$ cat src/rtl/sdram_probe_clear.sv
`default_nettype none
// ============================================================================
// Module   : sdram_probe_clear
// Brief    : Power-on SDRAM size probe (0/16M/32M/64M aliasing) followed by a
//            perpetual, rate-limited background zero-fill of the SDRAM.
// Revision : 1.0  initial release
// ============================================================================
module sdram_probe_clear #(
    parameter int ADDR_W  = 27,
    parameter int CLR_W   = 25,
    parameter int CLR_GAP = 32,
    parameter int TIMEOUT = 4096
) (
    input  logic              clk_sys,
    input  logic              RESET,
    input  logic              ram_ready,
    input  logic [15:0]       ram_dout,
    output logic [ADDR_W-1:0] ram_addr,
    output logic [15:0]       ram_din,
    output logic              ram_we,
    output logic              ram_rd,
    output logic [15:0]       cfg,
    output logic              clr_active
);

    localparam int c_TMO_W = $clog2(TIMEOUT) + 1;
    localparam int c_GAP_W = $clog2(CLR_GAP) + 1;

    localparam logic [c_TMO_W-1:0] c_TMO_LAST = c_TMO_W'(TIMEOUT - 1);
    localparam logic [c_GAP_W-1:0] c_GAP_LAST = c_GAP_W'(CLR_GAP - 1);

    localparam logic [ADDR_W-1:0] c_ADDR_64M = ADDR_W'(32'h0400_0000);
    localparam logic [ADDR_W-1:0] c_ADDR_32M = ADDR_W'(32'h0200_0000);
    localparam logic [ADDR_W-1:0] c_ADDR_16M = ADDR_W'(32'h0100_0000);
    localparam logic [ADDR_W-1:0] c_ADDR_0   = '0;

    localparam logic [15:0] c_PAT_64M   = 16'd3128;
    localparam logic [15:0] c_PAT_32M   = 16'd2064;
    localparam logic [15:0] c_PAT_0     = 16'd1032;
    localparam logic [15:0] c_PAT_SCRUB = 16'd12345;

    // Each issue state doubles as the ready-poll (and read capture) of the
    // command before it; ST_WAIT holds the return state for one cycle.
    typedef enum logic [3:0] {
        ST_WAIT_INIT = 4'd0,
        ST_W64       = 4'd1,
        ST_W32       = 4'd2,
        ST_W0        = 4'd3,
        ST_W16       = 4'd4,
        ST_R64       = 4'd5,
        ST_R32       = 4'd6,
        ST_R0        = 4'd7,
        ST_FIN       = 4'd8,
        ST_WAIT      = 4'd9,
        ST_CLEAR     = 4'd10
    } state_t;

    state_t              r_state;
    state_t              r_ret;
    logic [c_TMO_W-1:0]  r_tmo;
    logic [c_GAP_W-1:0]  r_gap;
    logic [CLR_W-1:0]    r_clr;
    logic [2:0]          r_ok;
    logic                r_tmo_flag;
    logic                r_pass;
    logic                r_done;

    state_t              w_next;
    state_t              w_ret;
    logic                w_we;
    logic                w_rd;
    logic [ADDR_W-1:0]   w_addr;
    logic [15:0]         w_din;
    logic                w_cap_64m;
    logic                w_cap_32m;
    logic                w_cap_0;
    logic                w_clr_fire;
    logic                w_poll;
    logic                w_tmo_hit;

    assign w_poll    = (r_state != ST_WAIT) && (r_state != ST_CLEAR);
    assign w_tmo_hit = w_poll && !ram_ready && (r_tmo == c_TMO_LAST);

    always_comb begin
        w_next     = r_state;
        w_ret      = r_ret;
        w_we       = 1'b0;
        w_rd       = 1'b0;
        w_addr     = ram_addr;
        w_din      = ram_din;
        w_cap_64m  = 1'b0;
        w_cap_32m  = 1'b0;
        w_cap_0    = 1'b0;
        w_clr_fire = 1'b0;

        case (r_state)
            ST_WAIT_INIT: begin
                if (ram_ready) w_next = ST_W64;
            end
            ST_W64: begin
                if (ram_ready) begin
                    w_we = 1'b1; w_addr = c_ADDR_64M; w_din = c_PAT_64M;
                    w_next = ST_WAIT; w_ret = ST_W32;
                end
            end
            ST_W32: begin
                if (ram_ready) begin
                    w_we = 1'b1; w_addr = c_ADDR_32M; w_din = c_PAT_32M;
                    w_next = ST_WAIT; w_ret = ST_W0;
                end
            end
            ST_W0: begin
                if (ram_ready) begin
                    w_we = 1'b1; w_addr = c_ADDR_0; w_din = c_PAT_0;
                    w_next = ST_WAIT; w_ret = ST_W16;
                end
            end
            ST_W16: begin
                // Drives a different value onto the bus so a floating data
                // bus cannot echo the last written pattern back on reads.
                if (ram_ready) begin
                    w_we = 1'b1; w_addr = c_ADDR_16M; w_din = c_PAT_SCRUB;
                    w_next = ST_WAIT; w_ret = ST_R64;
                end
            end
            ST_R64: begin
                if (ram_ready) begin
                    w_rd = 1'b1; w_addr = c_ADDR_64M;
                    w_next = ST_WAIT; w_ret = ST_R32;
                end
            end
            ST_R32: begin
                if (ram_ready) begin
                    w_cap_64m = 1'b1;
                    w_rd = 1'b1; w_addr = c_ADDR_32M;
                    w_next = ST_WAIT; w_ret = ST_R0;
                end
            end
            ST_R0: begin
                if (ram_ready) begin
                    w_cap_32m = 1'b1;
                    w_rd = 1'b1; w_addr = c_ADDR_0;
                    w_next = ST_WAIT; w_ret = ST_FIN;
                end
            end
            ST_FIN: begin
                if (ram_ready) begin
                    w_cap_0 = 1'b1;
                    w_next  = ST_CLEAR;
                end
            end
            ST_WAIT: begin
                w_next = r_ret;
            end
            ST_CLEAR: begin
                if ((r_gap == c_GAP_LAST) && ram_ready) begin
                    w_we = 1'b1; w_addr = ADDR_W'(r_clr); w_din = 16'h0000;
                    w_clr_fire = 1'b1;
                end
            end
            default: begin
                w_next = ST_WAIT_INIT;
            end
        endcase

        if (w_tmo_hit) begin
            w_next = ST_CLEAR;
        end
    end

    always_ff @(posedge clk_sys) begin
        if (RESET) begin
            r_state  <= ST_WAIT_INIT;
            r_ret    <= ST_WAIT_INIT;
            ram_we   <= 1'b0;
            ram_rd   <= 1'b0;
            ram_addr <= '0;
            ram_din  <= '0;
        end else begin
            r_state  <= w_next;
            r_ret    <= w_ret;
            ram_we   <= w_we;
            ram_rd   <= w_rd;
            ram_addr <= w_addr;
            ram_din  <= w_din;
        end
    end

    always_ff @(posedge clk_sys) begin
        if (RESET) begin
            r_tmo      <= '0;
            r_gap      <= '0;
            r_clr      <= '0;
            r_ok       <= '0;
            r_tmo_flag <= 1'b0;
            r_pass     <= 1'b0;
            r_done     <= 1'b0;
        end else begin
            if (w_next != r_state) begin
                r_tmo <= '0;
            end else if (w_poll && (r_tmo != c_TMO_LAST)) begin
                r_tmo <= r_tmo + c_TMO_W'(1);
            end

            if (w_cap_64m) r_ok[2] <= (ram_dout == c_PAT_64M);
            if (w_cap_32m) r_ok[1] <= (ram_dout == c_PAT_32M);
            if (w_cap_0) begin
                r_ok[0] <= (ram_dout == c_PAT_0);
                r_done  <= 1'b1;
            end
            if (w_tmo_hit) begin
                r_tmo_flag <= 1'b1;
                r_done     <= 1'b1;
            end

            if (r_state == ST_CLEAR) begin
                if (w_clr_fire) begin
                    r_gap <= '0;
                end else if (r_gap != c_GAP_LAST) begin
                    r_gap <= r_gap + c_GAP_W'(1);
                end
            end

            if (w_clr_fire) begin
                r_clr <= r_clr + CLR_W'(1);
                if (r_clr == {CLR_W{1'b1}}) r_pass <= 1'b1;
            end
        end
    end

    assign cfg        = {r_done, r_pass, r_tmo_flag, 10'b0, r_ok};
    assign clr_active = (r_state == ST_CLEAR);

endmodule
`default_nettype wire
$ cat config.mk
export PLATFORM = sky130hd
export DESIGN_NAME = sdram_probe_clear
export DESIGN_NICKNAME = d
export VERILOG_FILES = /design/src/rtl/sdram_probe_clear.sv
export SDC_FILE = /design/constraint.sdc
export NUM_CORES = 1
export LEC_CHECK = 0
export ABC_AREA = 1
export BUFFER_PORTS_ARGS = -buffer_cell sky130_fd_sc_hd__buf_2
export CORE_MARGIN = 4
export CORE_UTILIZATION = 60
export CTS_CLUSTER_DIAMETER = 120
export DETAILED_ROUTE_END_ITERATION = 6
export HOLD_SLACK_MARGIN = 0.05
export PLACE_DENSITY = 0.84
export SYNTH_ARGS = -nofsm -noshare
export SYNTH_HDL_FRONTEND = slang
export SYNTH_SLANG_ARGS = --single-unit
$ cat constraint.sdc
create_clock -name clk_sys -period 3.1 [get_ports clk_sys]
set_input_delay 0.31 -clock clk_sys [delete_from_list [all_inputs] [get_ports clk_sys]]
set_output_delay 0.31 -clock clk_sys [all_outputs]
set_load 0.1 [all_outputs]
Word level (Yosys, flattened, before mapping). Cells that the tools add are included.

Register bits: 103. Input port bits: 19. Output and inout bits: 62.

$add $sub $neg: 3. Eq/ne operators: 32. Muxes and demuxes: 36. Bitwise gates (word level): 1. Reduce and logical (&&, ||, !) cells: 25.

Operator list (count): $mux W27 (5); $pmux W27 S5 (1); $mux W16 (5); $pmux W16 S5 (1); $mux W4 (11); $eq A16 B12 Y1 const B (2); $pmux W4 S7 (1); $add A25 B1 Y25 const B (1); $eq A25 B25 Y1 const B (1); $pmux W4 S5 (1); $eq A16 B11 Y1 const B (1); $eq A4 B3 Y1 const B (4); $ne A2 B2 Y1 const B (7); $add A13 B1 Y13 const B (1); $eq A13 B12 Y1 const B (1); $ne A13 B12 Y1 const B (1); $eq A4 B4 Y1 const B (3); $mux W6 (2); $reduce_and A6 Y1 (2); $reduce_bool A5 Y1 (2); $reduce_or A2 Y1 (5); $eq A4 B2 Y1 const B (2); $mux W1 (8); $ne A2 B1 Y1 const B (4); other kinds (18) (25).

Depth between registers and ports, before layout. Gate-level depths: netlist (run 1).

Depth after elaboration: 7. Mapped depth: 14. Depth with buffers taken out: 12.

Worst setup path before layout (run 1). Ideal clock, no wire load.

Path type: register -> register. From: register r_tmo[0]. To: register r_tmo[12]. Setup time: 62 ps. Arrival: 1673 ps. Setup slack: 1365 ps. Cell stages (with the launch flop): 12. Cells stage by stage: dfxtp_1 > ha_1 > inv_1 > nor2_2 > nand2_2 > nor2_4 > nand2_4 > nand2_2 > xor2_1 > nand3_2 > buf_6 > nor2_2.

Word-level cells in the longest chain between the ends: 5.

Ends and longest elaborated chain: start: declaration (RTL line 60) `logic [c_TMO_W-1:0] r_tmo;`; start signal: assignment (RTL line 202) `r_tmo <= r_tmo + c_TMO_W'(1);`; $eq A13 B12 Y1 (RTL line 82) `assign w_tmo_hit = w_poll && !ram_ready && (r_tmo == c_TMO_LAST);`; $logic_and A1 B1 Y1 (RTL line 82); $mux W4 (RTL line 166) `if (w_tmo_hit) begin`; $ne A4 B4 Y1 (RTL line 199) `if (w_next != r_state) begin`; $reduce_or A2 Y1 (no line).

Several ways; a longest one is shown, not always the timed one. A chain may end at the register's enable or synchronous reset.

Final worst setup path (run 1).
From: register r_state[3]. To: register r_clr[22].

Word-level cells in the longest chain between the ends: 2.

Ends and longest elaborated chain: start: declaration (RTL line 58) `state_t r_state;`; start signal: assignment (RTL line 180) `r_state <= w_next;`; $eq A4 B4 Y1 (RTL line 96) `case (r_state)`; $mux W1 (RTL line 96); end signal: assignment (RTL line 225) `r_clr <= r_clr + CLR_W'(1);`; end: declaration (RTL line 62) `logic [CLR_W-1:0] r_clr;`.

No other way between the ends.

==> results of run 1 <==
[metrics by stage]
step / std cells / hold slack, ns / util [%] / total power [uW]
after global routing: 836 / 0.245 / 66.9 / 2470
after CTS: 836 / 0.228 / 66.9 / 2390
final: 836 / 0.239 / 66.9 / 2380
after global placement: 820 / 0.438 / 64.4 / 1580
after detailed placement: 820 / 0.440 / 64.4 / 1580
after floorplan: 699 / 0.430 / - / 1560
[registers in the layout, summed over array words and instances (netlist names)]
signal	cells
r_pass	1
ram_din	6
r_tmo_flag	1
ram_addr	27
r_tmo	13
ram_we	1
r_gap	6
r_done	1
r_ok	3
r_ret	4
r_state	4
r_clr	25
ram_rd	1
[report_power, final]
group	internal, uW	total (uW)	switching (uW)	leakage (uW)
clock network	376	819	443	0.0000960
registers	1210	1230	18.8	0.000751
logic	55.6	328	272	0.00123
total	1640	2380	735	0.00208
[cells by family (layout without fill, tap and decap cells)]
group / count (synthesis) / in the layout
buf+inv: 112 / 147
other cells: 1 / 18
fa+ha+maj: 3 / 3
compound gates: 96 / 96
flops: 93 / 93
xor+xnor: 15 / 15
simple gates: 362 / 362
[cell usage in the layout, fill, tap and decap left out, types with 5 or more instances in the layout]
| cell | synthesis | final |
|---|---|---|
| a21oi_1 | 59 | 59 |
| a31oi_1 | 5 | 5 |
| buf_2 | 7 | 62 |
| clkbuf_8 | 0 | 9 |
| conb_1 | 1 | 18 |
| dfxtp_1 | 93 | 93 |
| inv_1 | 57 | 57 |
| inv_2 | 6 | 6 |
| nand2_1 | 186 | 186 |
| nand2_2 | 6 | 6 |
| nand3_1 | 24 | 24 |
| nand4_1 | 9 | 9 |
| nor2_1 | 75 | 75 |
| nor2_2 | 15 | 15 |
| nor3_1 | 17 | 17 |
| nor3b_1 | 5 | 5 |
| o21ai_0 | 19 | 19 |
| xnor2_1 | 8 | 8 |
| xor2_1 | 7 | 7 |
[layout make-up]
type	instances	area [um^2]	share of cell area [%]
clock buffer	9	124	2.39
clock inverter	7	72.6	1.40
inverter	65	246	4.77
multi-input combinational	494	2400	46.4
sequential	93	1860	36.0
tap	102	128	2.47
timing repair buffer	66	340	6.58
[final timing paths]
| kind | from | endpoint | slack, ns | cells past startpoint |
|---|---|---|---|---|
| setup reg to reg | r_state[3] | r_clr[22] | 0.87 | 10 |
| setup / recovery | r_state[3] | r_clr[22] | 0.87 | 10 |
| hold / removal | ram_dout[3] | r_ok[1] | 0.24 | 4 |
| hold reg to reg | r_pass | r_pass | 0.45 | 2 |
[worst max-delay path, delay by kind of cell, from the launching register on]
family                 cells  cell delay, ns
buffers and inverters      3            0.52
AND/OR/NAND/NOR            7            1.02
flip-flops                 1            0.55
[per-layer routing]
| metal | routed length, um | part of all wire, % | global-route usage (%) | up-vias |
|---|---|---|---|---|
| li1 | - | - | - | 2228 |
| met1 | 4610 | 42 | 27.7 | 2067 |
| met2 | 5540 | 51 | 41.1 | 121 |
| met3 | 523 | 4.8 | 3.53 | 15 |
| met4 | 181 | 1.7 | 8.53 | 0 |
| met5 | 0 | 0 | 0 | - |
[cell usage after synthesis (all sizes together) (2+ instances only)]
library cell,number,area [um^2]
nor2,95,440
clkbuf,11,41.3
a31oi,5,31.3
nand3b,3,22.5
ha,3,37.5
xor2,7,61.3
nand4,9,56.3
nand2,194,758
and3,3,18.8
o21ai,25,133
nor3,20,121
dfxtp,93,1860
buf,36,268
inv,64,243
o21bai,3,22.5
nand3,27,158
nor3b,5,37.5
a21oi,59,295
a211oi,2,15.0
nor4,4,25.0
xnor2,8,70.1
==> impl_summary.txt, run 1 <==
----------------------------------------------------
[Run status]
  Status ... complete, no violations

[Timing]
  Final Critical Period ... 2.23 ns
  Final critical-path setup slack ... 0.874 ns
  Fmax achieved ... 449 MHz
  Final setup violating endpoints ... 0
  Rel. slew slack ... 52.0%
  Worst-Margin Slew ... 0.719 ns
  Max Clock Skew ... 0.0104 ns
  Max Transition Viols Final ... 0
  Period Utilization, post-route ... 71.8%
  Setup repair after global routing missed its margin ... no
  Post-route setup TNS ... 0 ns
  Final-report hold violation count ... 0

[Clocking]
  Number of buffers on the longest clock path ... 2
  Root cell of the clock tree ... clkbuf_8
  Post-cts resize count ... 0
  Clock transition at the register clock pins on the worst setup and hold paths after CTS ... 0.10 ns
  Number of buffers inserted by post-CTS setup repair ... 0
  Number of H-tree levels ... 3
  TritonCTS sink count ... 93
  TritonCTS clock tree ... yes
  Clock Latency Late Sink ... 0.37 ns
  Cts bufs inserted ... 9
  Count of hold buffers inserted by post-cts repair ... 0

[Detailed routing]
  Vias per cell ... 5.30
  Detailed Routing Iterations Pass 1 ... 5
  Initial DRC Count ... 200
  Detailed-route wire length ... 10.9 mm
  Vias after detailed routing ... 4431
  Count of nets left with antenna violations after detail routing ... 0
  Routed wire per std cell ... 13.0 um
  Number of remaining DRC errors ... 0

[Critical path]
  Critical path start-end classification ... flop to flop
  Slowest cell delay on critical path ... 0.55 ns
  CP arrival ... 2.47 ns
  Series of cell instances along the critical path ... inv_2 -> nor2_4 -> nand2_4 -> inv_4 -> nand3_4 -> inv_2 -> and3_1 -> nand3_1 -> nand2_1 -> nor2_1
  Highest fanout seen on the critical path ... 17
  Worst setup SP type ... flop
  Required time worst endpoint ... 3.34 ns
  Type of destination of the critical path ... flop
  Highest-delay cell along the critical path ... dfxtp_1
  Cell repeated most along the worst path ... inv_2

[Floorplanning]
  Core outline area ... 7730 um^2
  Floorplan die area ... 9410 um^2
  Initial cell density of the core ... 61.5%
  Die Width ... 97.0 um
  Vertical extent of the die ... 97.0 um
  Top Ports ... 81
  Floorplan row count ... 32

[Finish]
  Synthesis-to-finish area growth ... 8.82%
  Fin nets ... 751
  Ant. Diodes ... 0
  Share of post-route cells with drive strength above 1 ... 17.0%
  Filler Cell Count ... 700
  Cell area after layout ... 5170 um^2

[Synth]
  Basic-gate share of the synthesized area counting and, or, nand and nor cells ... 34.7%
  Synth Flop Type ... dfxtp_1
  EDFF count, synth ... 0
  Gate count after technology mapping ... 682
  Post-synthesis share of cell area spent on full adders, half adders and majority gates ... 0.790%
  Share of the yosys chip area belonging to registers ... 39.2%
  Syn avg cell area ... 6.97 um^2
  Summed instance area of the synthesized netlist ... 4750 um^2
  Fraction of the mapped netlist area in compound gates ... 10.8%
  Share of flip-flops with an asynchronous set or reset ... 0%
  Yosys reg bits ... 93
  Multiplexer share of the synthesized area ... 0%
  Dominant combinational cell family by area after synthesis ... simple AND/OR/NAND/NOR gates
  Yosys warnings ... 0
  Number of different library cells in the post-synthesis netlist ... 42
  XOR/XNOR Fraction of Synth Area ... 2.76%

[Global routing]
  Total congestion overflow after global routing ... 0
  Number of antenna violations at the first check in global routing ... 0
  Gr usage total ... 23.0%
  Maximum number of pins on one net before global-route repair ... 59
  Global-route wire length before repair ... 18.3 mm
  Via count of the first global-routing pass ... 4165

[Placement]
  Half-perimeter wire length after detailed placement ... 8.03 mm
  Post-Place Cell Area ... 4980 um^2
  Number of buffers added on ports ... 62
  Pre-CTS setup slack ... 0.908 ns
  RePlAce Congestion ... 0.900

[Run]
  Count of max-cap constraint violations ... 0

[Power and ir drop]
  Power density relative to cell area ... 460 nW/um^2
  Leakage power summed over all cells ... 0.00208 uW
  Highest ir drop seen on vdd ... 0.242 mV

[Worst hold path]
  Class of the most critical hold timing path ... primary input to flop

----------------------------------------------------
Power figures use the tool's default switching activity.
==> run 2: changes to the inputs <==
Settings changed: CORE_UTILIZATION 60 to 51, PLACE_DENSITY 0.84 to 0.76.
Clock period 3.1 ns to 2 ns, I/O delays scaled along.
==> run 2 against run 1 <==
Final cell count up 2.0%. Via count down 2.1%. Maximum frequency up 22%. Critical path depth up 2. Sequential cell count unchanged. Global-route usage down 3.4 points. Wire length down 2.1%. Power up 53%. Utilization down 7.0 points. Critical endpoint is now r_tmo[1]. Largest power group unchanged.
==> impl_summary.txt, run 2 (synthesized netlist as in run 1, its figures left out) <==
----------------------------------------------------
[Power and ir drop]
  Comb pwr share ... 15.1%
  Internal power component ... 2580 uW
  Relative contribution of the clock network to total power ... 32.5%
  Power density relative to cell area ... 680 nW/um^2
  Share of total power consumed by net switching ... 29.0%
  Fraction of power consumed by sequential logic ... 52.4%
  Net switching power figure ... 1050 uW
  Highest ir drop seen on vdd ... 0.506 mV
  Leakage power summed over all cells ... 0.00217 uW

[Detailed routing]
  Detailed Routing Iterations Pass 1 ... 4
  Count of nets left with antenna violations after detail routing ... 0
  Vias after detailed routing ... 4336
  Routed wire per std cell ... 12.5 um
  Number of remaining DRC errors ... 0
  Initial DRC Count ... 204
  Vias per cell ... 5.08
  Detailed-route wire length ... 10.6 mm

[Critical path]
  Critical path start-end classification ... flop to flop
  Highest fanout seen on the critical path ... 13
  Required time worst endpoint ... 2.28 ns
  CP arrival ... 2.11 ns
  Series of cell instances along the critical path ... ha_4 -> inv_1 -> nor2_2 -> nand2_2 -> nor2_4 -> nand2_4 -> nand3_1 -> nand2_1 -> nor2_2 -> nand3_2 -> buf_12 -> nor2_1
  Slowest cell delay on critical path ... 0.38 ns
  Type of destination of the critical path ... flop
  Worst setup SP type ... flop
  Cell repeated most along the worst path ... nor2_2
  Highest-delay cell along the critical path ... dfxtp_2
  Buffers plus inverters on the worst setup path ... 2
  Family with the most delay on the worst path ... simple AND/OR/NAND/NOR gates

[Timing]
  Max Transition Viols Final ... 0
  Period Utilization, post-route ... 91.2%
  Fmax achieved ... 548 MHz
  Rel. slew slack ... 59.5%
  Worst-Margin Slew ... 0.608 ns
  Setup repair after global routing missed its margin ... no
  Final setup violating endpoints ... 0
  Final-report hold violation count ... 0
  Max Clock Skew ... 0.0113 ns
  Final Critical Period ... 1.82 ns
  Final worst hold slack ... 0.139 ns
  Post-route setup TNS ... 0 ns

[Finish]
  Most common cell after layout, fill and taps aside ... nand2_1
  Top flop regs ... ram_addr: 27 flops, r_clr: 25 flops, r_tmo: 13 flops
  Fin nets ... 766
  Cell area after layout ... 5330 um^2
  Synthesis-to-finish area growth ... 12.2%
  Share of post-route cells with drive strength above 1 ... 19.7%
  Largest register FFs ... 27
  Largest register by flop count ... ram_addr
  Commonest cells after routing, fill and taps aside ... 185 x nand2_1, 87 x dfxtp_1, 74 x nor2_1
  Ant. Diodes ... 0

[Worst hold path]
  Class of the most critical hold timing path ... primary input to flop

[Clocking]
  Root cell of the clock tree ... clkbuf_8
  Clock transition at the register clock pins on the worst setup and hold paths after CTS ... 0.08 ns
  Cts bufs inserted ... 9
  Number of H-tree levels ... 3
  Count of hold buffers inserted by post-cts repair ... 0
  TritonCTS sink count ... 93
  Number of buffers on the longest clock path ... 2
  Clock Latency Late Sink ... 0.35 ns
  TritonCTS clock tree ... yes

[Global routing]
  Maximum number of pins on one net before global-route repair ... 59
  Gr usage total ... 19.6%
  Number of antenna violations at the first check in global routing ... 0
  Total congestion overflow after global routing ... 0
  Global-route wire length before repair ... 18.1 mm
  Via count of the first global-routing pass ... 3982

[Placement]
  Post-Place Cell Area ... 5090 um^2
  Half-perimeter wire length after detailed placement ... 8.03 mm
  RePlAce Congestion ... 0.898
  Number of buffers added on ports ... 62

[Run]
  Count of max-cap constraint violations ... 0

[Floorplanning]
  Floorplan row count ... 34
  Floorplan die area ... 10900 um^2
  Top Ports ... 81
  Vertical extent of the die ... 105 um
  Initial cell density of the core ... 53.5%
  Die Width ... 105 um
  Core outline area ... 8890 um^2

[Run status]
  Status ... complete, no violations

----------------------------------------------------
[run 2: changes by cell type in the layout (fill, tap and decap cells not counted), moves of 2 or more]
| cell | change |
|---|---|
| dfxtp_2 | +6 |
| buf_4 | +14 |
| clkinv_2 | -2 |
| dfxtp_1 | -6 |
| inv_6 | -2 |
[run 2: through the flow]
stage / instances / power, uW / setup slack [ns] / utilization [%]
global placement: 839 / 2470 / 0.0791 / 57.3
CTS: 851 / 3640 / 0.0169 / 59.3
floorplan: 699 / 2420 / 0.265 / -
finish: 853 / 3630 / 0.177 / 60.0
global route: 853 / 3780 / 0.00777 / 60.0
detailed placement: 839 / 2480 / 0.0394 / 57.3
[run 2: repair_timing]
item / CTS / global route
resized for setup: 0 / 15
endpoints found under the setup margin: 0 / 51
buffers inserted: 0 / 2
[run 2: cell type report]
type | instances | area [um^2]
fillers | 810 | 3560
multi-input cells | 494 | 2440
flip-flops and latches | 93 | 1870
repair buffers | 81 | 468
inverters | 65 | 246
clock buffers | 10 | 138
well taps | 108 | 135
clock inverters | 2 | 37.5
[run 2: power by group through the flow]
stage / Sequential (uW) / Combinational [uW] / Clock [uW]
after floorplan: 2030 / 385 / 0
after detailed placement: 1940 / 540 / 0
final: 1900 / 548 / 1180
after CTS: 1900 / 541 / 1200
after global placement: 1940 / 534 / 0
after global routing: 1900 / 585 / 1290
[run 2: worst paths after layout]
path	from	endpoint	slack, ns	cells after the start
max	r_tmo[1]	r_tmo[1]	0.18	12
min	ram_dout[2]	r_ok[1]	0.14	4
max reg2reg	r_tmo[1]	r_tmo[1]	0.18	12
min reg2reg	r_pass	r_pass	0.45	2
[run 2: tightest hold or removal path, delay by kind of cell]
family	cells	cell delay [ns]
simple gates	2	0.11
compound gates	1	0.06
buf+inv	1	0.08
[run 2: layer usage]
layer	GRT usage [%]	part of all wire, %	up-vias
met4	6.46	1.7	0
met2	32.3	46	88
li1	-	-	2252
met1	26.0	49	1979
met3	3.70	3.2	17
met5	0	0	-
==> run 3: changes to the inputs <==
Settings changed: RECOVER_POWER from default to 25.
==> run 3 against run 2 <==
First-iteration DRC count increased by 0.49%. Sequential share of layout area about the same. Power about the same. Design area decreased by 0.12%. Sequential power about the same. Non-clock buffer count unchanged. Sequential cell count unchanged. Global-route usage unchanged. Clock skew about the same. Final cell count unchanged. Critical path depth unchanged. Via count increased by 0.28%. Critical endpoint unchanged.
==> impl_summary.txt, run 3 (synthesized netlist as in run 1, its figures left out) <==
----------------------------------------------------
[Critical path]
  Slowest cell delay on critical path ... 0.38 ns
  Cell repeated most along the worst path ... nor2_2
  Capture point of the worst reg-to-reg path ... r_tmo[1]
  Highest-delay cell along the critical path ... dfxtp_2
  Required time worst endpoint ... 2.28 ns
  RR Startpoint ... r_tmo[1]
  CP arrival ... 2.11 ns
  Internal reg-to-reg setup slack ... 0.18 ns
  Type of destination of the critical path ... flop
  Worst setup SP type ... flop
  Series of cell instances along the critical path ... ha_4 -> inv_1 -> nor2_2 -> nand2_2 -> nor2_4 -> nand2_4 -> nand3_1 -> nand2_1 -> nor2_2 -> nand3_2 -> buf_12 -> nor2_1
  Length in cells of the worst reg-to-reg path ... 12
  Highest fanout seen on the critical path ... 13
  Critical path start-end classification ... flop to flop

[Detailed routing]
  Vias per cell ... 5.10
  Initial DRC Count ... 205
  Detailed Routing Iterations Pass 1 ... 4
  Vias after detailed routing ... 4348
  Number of remaining DRC errors ... 0
  Routed wire per std cell ... 12.5 um
  Detailed-route wire length ... 10.6 mm
  Count of nets left with antenna violations after detail routing ... 0

[Power and ir drop]
  Leakage power summed over all cells ... 0.00212 uW
  Net switching power figure ... 1050 uW
  Comb pwr share ... 15.1%
  Highest ir drop seen on vdd ... 0.504 mV
  Share of total power consumed by net switching ... 29.0%
  Fraction of power consumed by sequential logic ... 52.4%
  Internal power component ... 2580 uW
  Power density relative to cell area ... 681 nW/um^2
  Relative contribution of the clock network to total power ... 32.5%

[Floorplanning]
  Floorplan die area ... 10900 um^2
  Die Width ... 105 um
  Vertical extent of the die ... 105 um
  Core outline area ... 8890 um^2
  Top Ports ... 81
  Floorplan row count ... 34
  Initial cell density of the core ... 53.5%

[Finish]
  Final cell utilization of the core ... 59.9%
  Synthesis-to-finish area growth ... 12.1%
  Fin nets ... 766
  Largest register FFs ... 27
  Top flop regs ... ram_addr: 27 flops, r_clr: 25 flops, r_tmo: 13 flops
  Largest register by flop count ... ram_addr
  Share of post-route cells with drive strength above 1 ... 19.1%
  Most common cell after layout, fill and taps aside ... nand2_1
  Commonest cells after routing, fill and taps aside ... 185 x nand2_1, 87 x dfxtp_1, 74 x nor2_1
  Ant. Diodes ... 0

[Global routing]
  Total congestion overflow after global routing ... 0
  Number of antenna violations at the first check in global routing ... 0
  Global-route wire length before repair ... 18.1 mm
  Maximum number of pins on one net before global-route repair ... 59
  Via count of the first global-routing pass ... 3982
  Gr usage total ... 19.6%

[Run]
  Count of max-cap constraint violations ... 0

[Placement]
  RePlAce Congestion ... 0.898
  Number of buffers added on ports ... 62
  Half-perimeter wire length after detailed placement ... 8.03 mm

[Worst hold path]
  Sink of the worst hold path ... r_ok[1]
  Launch point of the worst hold path ... ram_dout[2]
  Class of the most critical hold timing path ... primary input to flop
  Hold Path Depth ... 4

[Timing]
  Final setup violating endpoints ... 0
  Final Critical Period ... 1.82 ns
  Fmax achieved ... 548 MHz
  Max Clock Skew ... 0.0118 ns
  Period Utilization, post-route ... 91.2%
  Final worst hold slack ... 0.138 ns
  Post-route setup TNS ... 0 ns
  Setup repair after global routing missed its margin ... no
  Final-report hold violation count ... 0
  Max Transition Viols Final ... 0
  Worst-Margin Slew ... 1.17 ns
  Rel. slew slack ... 22.5%

[Clocking]
  Number of H-tree levels ... 3
  TritonCTS sink count ... 93
  Clock transition at the register clock pins on the worst setup and hold paths after CTS ... 0.08 ns
  Clock Latency Late Sink ... 0.35 ns
  Count of hold buffers inserted by post-cts repair ... 0
  Number of buffers on the longest clock path ... 2
  Root cell of the clock tree ... clkbuf_8
  Cts bufs inserted ... 9
  TritonCTS clock tree ... yes

[Run status]
  Status ... complete, no violations

----------------------------------------------------
-- run 3: cell count changes in the layout (fill, tap and decap cells not counted) --
cell / change
buf_2: -30
clkbuf_1: +5
clkbuf_2: +25
-- run 3: critical path: cells and delay by family, from the launching register on --
| family | cells | cell delay, ns |
|---|---|---|
| and+or+nand+nor | 9 | 0.98 |
| DFF | 1 | 0.38 |
| buffers and inverters | 2 | 0.22 |
| adders and majority gates | 1 | 0.16 |
-- run 3: worst max path at each step --
stage,from,to,slack [ns],cells after the start
final,r_tmo[1],r_tmo[1],0.18,12
after global routing,r_tmo[1],r_tmo[1],0.008,13
after CTS,r_tmo[1],r_tmo[2],0.02,11
after detailed placement,r_tmo[1],r_tmo[2],0.04,11
after global placement,r_tmo[1],r_tmo[1],0.08,11
after floorplan,r_tmo[0],r_tmo[12],0.27,11
-- run 3: stage by stage --
step	cell area, um^2	power (uW)	instances	worst slack [ns]
5_1_grt	5330	3780	853	0.00777
4_1_cts	5270	3640	851	0.0169
3_5_place_dp	5090	2480	839	0.0394
3_3_place_gp	5090	2470	839	0.0791
6_report	5330	3630	853	0.175
2_1_floorplan	4820	2420	699	0.265
-- run 3: metal layers --
metal  wire length, um  vias to the layer above  track usage, %  part of all wire (%)
met4               176                        0            6.46                   1.7
met3               364                       17            3.70                   3.4
met2              4950                       92            32.3                    47
met1              5140                     1985            26.0                    48
li1                  -                     2254               -                     -
met5                 0                        -               0                     0
-- run 3: final cells by class --
cell class	count	area [um^2]
fill	812	3560
clock buffer	10	138
clock inverter	2	37.5
tap	108	135
timing repair buffer	81	462
sequential	93	1870
multi-input combinational	494	2440
inverter	65	246
-- run 3: power groups by stage --
| stage | combinational [uW] | clock, uW | sequential [uW] |
|---|---|---|---|
| final | 548 | 1180 | 1900 |
| after global routing | 584 | 1290 | 1900 |
| after CTS | 541 | 1200 | 1900 |
| after detailed placement | 540 | 0 | 1940 |
| after global placement | 534 | 0 | 1940 |
| after floorplan | 385 | 0 | 2030 |
-- run 3: timing repair --
item	CTS	global route
setup endpoints to repair	0	51
gates resized for setup	0	15
setup buffers	0	2
